File: config.mk
export PLATFORM = sky130hd
export DESIGN_NAME = branch_resolve_unit
export DESIGN_NICKNAME = d
export VERILOG_FILES = /design/src/rtl/branch_resolve_unit.sv
export SDC_FILE = /design/constraint.sdc
export NUM_CORES = 1
export LEC_CHECK = 0
export ABC_AREA = 1
export CAP_MARGIN = 15
export CORE_ASPECT_RATIO = 0.8
export CORE_MARGIN = 3
export CORE_UTILIZATION = 35
export DETAILED_ROUTE_END_ITERATION = 10
export PLACE_DENSITY = 0.7
export SYNTH_ARGS = -nofsm -noshare
export SYNTH_HDL_FRONTEND = slang
export SYNTH_SLANG_ARGS = --single-unit
File: constraint.sdc
create_clock -name clk -period 5.4 [get_ports clk]
set_clock_uncertainty 0.15 [all_clocks]
set_input_delay 1.08 -clock clk [delete_from_list [all_inputs] [get_ports clk]]
set_output_delay 1.08 -clock clk [all_outputs]
set_load 0.01 [all_outputs]
File: src/rtl/branch_resolve_unit.sv
// branch_resolve_unit: EX-stage branch resolution, fetch redirect/BHT training, flush sequencing and perf counters
module branch_resolve_unit #(
  parameter int ADDR_BIT = 10,
  parameter int FLUSH_CYCLES = 2,
  parameter int CNT_W = 32
) (
  input  logic                clk,
  input  logic                rst,
  input  logic                en,
  input  logic                stall_in,
  input  logic                valid_ex,
  input  logic                is_branch,
  input  logic                is_jump,
  input  logic                br_cond,
  input  logic [ADDR_BIT-1:0] pc_ex,
  input  logic [ADDR_BIT-1:0] pred_addr,
  input  logic [ADDR_BIT-1:0] target,
  output logic                isbj,
  output logic                keep_pc,
  output logic                gone,
  output logic [ADDR_BIT-1:0] g_addr,
  output logic [ADDR_BIT-1:0] s_addr,
  output logic [ADDR_BIT-1:0] pc_before_g,
  output logic                flush,
  output logic [CNT_W-1:0]    branch_cnt,
  output logic [CNT_W-1:0]    mispredict_cnt
);
  typedef enum logic {IDLE, FLUSH} state_t;
  state_t state;
  logic [3:0] fcnt;
  logic ev, taken, mis, bj;
  logic [ADDR_BIT-1:0] seq, actual;
  always_comb begin
    ev = en & valid_ex & ~stall_in & (state == IDLE);
    bj = is_branch | is_jump;
    taken = is_jump | (is_branch & br_cond);
    seq = pc_ex + {{(ADDR_BIT-1){1'b0}}, 1'b1};
    actual = taken ? target : seq;
    mis = pred_addr != actual;
  end
  always_ff @(posedge clk) begin
    if (rst) begin
      state <= IDLE;
      fcnt <= '0;
      isbj <= 1'b0;
      keep_pc <= 1'b1;
      gone <= 1'b0;
      g_addr <= '0;
      s_addr <= '0;
      pc_before_g <= '0;
      flush <= 1'b0;
      branch_cnt <= '0;
      mispredict_cnt <= '0;
    end else if (!en) begin
      isbj <= 1'b0;
      keep_pc <= 1'b1;
    end else begin
      isbj <= ev & bj;
      keep_pc <= ~(ev & mis);
      if (ev) begin
        gone <= taken;
        g_addr <= target;
        s_addr <= seq;
        pc_before_g <= pc_ex;
        if (bj && branch_cnt != '1) branch_cnt <= branch_cnt + {{(CNT_W-1){1'b0}}, 1'b1};
        if (mis && mispredict_cnt != '1) mispredict_cnt <= mispredict_cnt + {{(CNT_W-1){1'b0}}, 1'b1};
      end
      if (state == IDLE) begin
        if (ev && mis) begin
          state <= FLUSH;
          flush <= 1'b1;
          fcnt <= 4'(FLUSH_CYCLES - 1);
        end
      end else if (fcnt == 4'd0) begin
        state <= IDLE;
        flush <= 1'b0;
      end else begin
        fcnt <= fcnt - 4'd1;
      end
    end
  end
endmodule

Word-level counts from Yosys, hierarchy flattened
Index checks and enable logic that the tools add are counted.
{"block": "word_totals", "regBits": 103, "inputBits": 38, "output_inout_bits": 98, "elab_cells": 53}
{"block": "op_classes", "n_addsub": 4, "n_eq_ne": 5, "n_mux": 10, "bitwise": 12, "reduce_logical": 11}
{"operator": "$add A32 B1 Y32 const B", "count": 2}
{"operator": "$ne A32 B32 Y1 const B", "count": 2}
{"operator": "$mux W4", "count": 3}
{"operator": "$reduce_and A3 Y1", "count": 4}
{"operator": "$add A10 B1 Y10 const B", "count": 1}
{"operator": "$mux W10", "count": 1}
{"operator": "$ne A10 B10 Y1", "count": 1}
{"operator": "$and A1 B1 Y1", "count": 6}
{"operator": "$mux W1", "count": 6}
{"operator": "$logic_not A4 Y1", "count": 1}
{"operator": "$not A1 Y1", "count": 4}
{"operator": "$sub A4 B1 Y4 const B", "count": 1}
{"operator": "$logic_and A1 B1 Y1", "count": 3}
{"operator": "$ne A2 B1 Y1 const B", "count": 1}
{"operator": "$ne A2 B2 Y1 const B", "count": 1}
{"operator": "$or A1 B1 Y1", "count": 2}
{"operator": "$reduce_and A2 Y1", "count": 1}
{"operator": "$reduce_bool A2 Y1", "count": 1}
{"operator": "$reduce_or A2 Y1", "count": 1}

Logic depth before layout (Yosys ltp)
{"block": "logic_depth", "depth_word": 7, "ltp_mapped": 16, "ltp_nobuf": 16}

Least setup slack after synthesis
Ideal clock, no wire load.
{"block": "synth_path", "kind": "input -> register", "startpoint": "in pc_ex[0]", "endpoint": "reg mispredict_cnt[10]", "setup_time_ns": 0.143, "arrival_ns": 2.472, "t_required_ns": 5.107, "setup_slack_ns": 2.634, "stages": 14, "n_path_buf": 1, "path_cell_list": "ha_1 > nand2_1 > nor2_2 > inv_1 > nand2_1 > nand2_1 > nand2_1 > nand2_1 > nand2_1 > nor2_1 > nand4_4 > clkbuf_1 > nand4_1 > a21oi_2"}
{"block": "synth_via", "elab_chain_cells": 5}
{"element": "from (decl)", "line": "15", "source": "input logic [ADDR_BIT-1:0] pc_ex,"}
{"element": "$add A10 B1 Y10", "line": "37", "source": "seq = pc_ex + {{(ADDR_BIT-1){1'b0}}, 1'b1};"}
{"element": "$mux W10", "line": "38", "source": "actual = taken ? target : seq;"}
{"element": "$ne A10 B10 Y1", "line": "39", "source": "mis = pred_addr != actual;"}
{"element": "$logic_and A1 B1 Y1", "line": "66", "source": "if (mis && mispredict_cnt != '1) mispredict_cnt <= mispredict_cnt + {{(CNT_W-1){1'b0}}, 1'b1};"}
{"element": "$reduce_and A3 Y1 (no line)"}
{"element": "to (signal assigned)", "line": "66"}
{"element": "to (decl)", "line": "26", "source": "output logic [CNT_W-1:0] mispredict_cnt"}
Every way passes these cells.
A chain may end at the register's enable or synchronous reset.

Worst setup path in the final report
{"block": "layout_path", "startpoint": "in is_jump", "endpoint": "reg mispredict_cnt[27]"}
{"block": "layout_via", "elab_chain_cells": 5}
{"element": "from (decl)", "line": "13", "source": "input logic is_jump,"}
{"element": "$or A1 B1 Y1", "line": "36", "source": "taken = is_jump | (is_branch & br_cond);"}
{"element": "$mux W10", "line": "38"}
{"element": "$ne A10 B10 Y1", "line": "39"}
{"element": "$logic_and A1 B1 Y1", "line": "66"}
{"element": "$reduce_and A3 Y1 (no line)"}
Every way passes these cells.

==> flow_summary.yaml <==
finish:
  antenna_cells: 0
  area_growth_pct: 29.4
  multiInputGateArea_sq_um: 3470
  design_area_sq_um: 7800
  n_fill_cell: 1717
  num-nets-final: 1044
  regArea_sq_um: 2060
  drive_gt1_share_pct: 8.75
yosys:
  synth_top_cell_area_share_pct: 34.2
  synth_top_family_by_area: "simple AND/OR/NAND/NOR gates"
  synth-edff-count: 0
  synthesis.nets: 931
  synth.ff_latch_count: 103
  synth_top_cell_by_area: "dfxtp_1"
  synthAdderAreaFrac_pct: 1.04
  yosys-top-cells-area: "dfxtp_1, nand2_1, xor2_1"
  synth_common_cells: "nand2_1, dfxtp_1, nor2_1"
  ys_types: 37
  synth_area_per_cell_sq_um: 6.79
  synth-simple-area-share_pct: 37.0
  yosys_warnings: 0
  synth.cell_area_sq_um: 6030
  postSynthCellCount: 888
  ys.flop_type: "dfxtp_1"
  synth_compound_area_share_pct: 12.3
  muxShareOfSynthArea_pct: 0
  synth.most_common_cell: "nand2_1"
  synthArstFlopShare_pct: 0
  synth_xor_area_share_pct: 7.12
  yosysSeqAreaShare_pct: 34.2
worst_setup_path:
  rrSetupSlack_ns: 2.78
  path_max_fanout: 35
  worstPathRequired_ns: 5.45
  cp-end-kind: "flop"
  r2r-start: "state"
  rr_worst_depth: 8
  startpoint_type: "primary input"
  r2r-end: "branch_cnt[24]"
  crit_arrival_ns: 3.93
  crit_type: "primary input to flop"
run_status:
  status: "finished, final reports clean"
place:
  dp_hpwl_um: 12700
  place_congestion: 0.920
  io_buffers: 135
  place_area_sq_um: 7510
clock_tree:
  cts_setup_buffers: 0
  cts_buffers: 9
  post_cts_resized: 0
  cts_tree: "yes"
  ctsHtreeMaxLevel: 3
  root_buffer: "clkbuf_16"
  clkTransAtPathRegs_ns: 0.07
  clk_path_buf_depth: 2
  clock_sinks: 103
  clock_latency_ns: 0.35
  cts_hold_buf: 0
sta:
  setup_viol_count_final: 0
  max_freq_mhz: 258
  drv_slew: 0
  worst_pin_slew_ns: 0.808
  hold_viol_final: 0
  setup-tns-final_ns: 0
  period_minus_slack_ns: 3.88
  period_share_pct: 71.9
  maxSlewHeadroom_pct: 46.1
  grt_setup_unrepaired: "no"
drt:
  routedWlPerCell_um: 14.2
  routed_via_density: 5.05
  ant_nets: 0
  wl_um: 17400
  drt_iter0_drc: 416
  drc: 0
  vias: 6187
  first_pass_iters: 5
die:
  die_area_sq_um: 18900
  die_y_um: 123
  core-area_sq_um: 16700
  fp.dieW_um: 153
  rows: 42
  start_util_pct: 36.1
  num_io_pins: 136
global_route:
  grt_pass1_vias: 5799
  antenna_found_initial: 0
  grt_pass1_wl_um: 29200
  grt.overflow.total: 0
  grt_max_degree: 62
  grtUsageTotal_pct: 18.7
hold_path:
  hold_end: "branch_cnt[28]"
  min_from: "branch_cnt[28]"
  hp-class: "flop to flop"
  whs_path_depth: 2
pwr:
  max-vdd-ir-drop_v: 0.000135
  power_leakage_nw: 2.86
  power_density_nw_per_um2: 207
job:
  cap_violations: 0
[stage by stage]
stage          instances  setup slack [ns]  hold WS, ns  power [mW]  utilization [%]
6_report            1226              1.52        0.330        1.62             46.7
2_1_floorplan        888              2.63        0.324       0.898                -
3_3_place_gp        1210              1.24        0.304       0.975             44.9
3_5_place_dp        1210              1.16        0.322       0.977             44.9
4_1_cts             1226              1.53        0.335        1.64             46.7
5_1_grt             1226              1.21        0.360        1.70             46.7
[metal layers]
| metal | part of all wire (%) | track usage [%] | up-vias |
|---|---|---|---|
| met5 | 0 | 0 | - |
| met4 | 1.3 | 4.95 | 0 |
| met3 | 7.3 | 4.72 | 18 |
| met2 | 43 | 28.4 | 199 |
| met1 | 49 | 26.7 | 2810 |
| li1 | - | - | 3160 |
[layout make-up]
class                   instances  area share (%)
well taps                     220            3.53
clock buffers                  13            3.21
repair buffers                141            17.8
multi-input cells             663            44.5
clock inverters                 3           0.545
flip-flops and latches        103            26.4
inverters                      83            3.99
[how the worst max path moves through the flow]
stage | start | to | slack [ns] | cells after the start
6_report | is_jump | mispredict_cnt[27] | 1.52 | 14
5_1_grt | is_branch | mispredict_cnt[26] | 1.21 | 14
4_1_cts | is_jump | mispredict_cnt[27] | 1.53 | 14
3_5_place_dp | is_jump | mispredict_cnt[27] | 1.16 | 14
3_3_place_gp | is_branch | mispredict_cnt[2] | 1.24 | 14
2_1_floorplan | pc_ex[0] | mispredict_cnt[10] | 2.63 | 14
[layout by cell type, fill, tap and decap left out, drive strengths merged, types with 13 or more instances in the layout]
cell type and count:
clkdlybuf4s50 134, nor4 14, dfxtp 103, nor3 30, nor2 98, a21oi 79, nand2 228, o21ai 36
nand4 49, inv 83, nand3 49, clkbuf 13, xor2 46
[registers in the layout, summed over array words and instances (netlist names)]
signal and count:
s_addr 10, flush 1, branch_cnt 32, g_addr 10
state 1, gone 1, fcnt 4, mispredict_cnt 32
isbj 1, pc_before_g 10, keep_pc 1
[report_power, final]
group	internal (mW)	switching (mW)	total, mW
clock network	0.372	0.285	0.658
registers	0.775	0.00981	0.785
logic	0.0767	0.0989	0.176
total	1.22	0.394	1.62
[cell families (layout without fill, tap and decap cells)]
group	after synthesis	in the layout
buffers and inverters	122	240
xor gates and xnor gates	49	49
DFF	103	103
and+or+nand+nor	483	483
AOI/OAI and AO/OA	126	126
adders and majority gates	5	5
[worst max-delay path, cell delays in order]
cell and delay [ns]:
clkdlybuf4s50_1 0.49, inv_2 0.03, nand2_1 0.33, inv_2 0.22
or2_2 0.33, nand2_1 0.07, nand2_1 0.04, nand2_1 0.06
nor2_2 0.05, nand4_4 0.05, buf_4 0.36, nand3_4 0.49
nand2_1 0.21, a21oi_2 0.07
(Power assumes the default switching activity.)
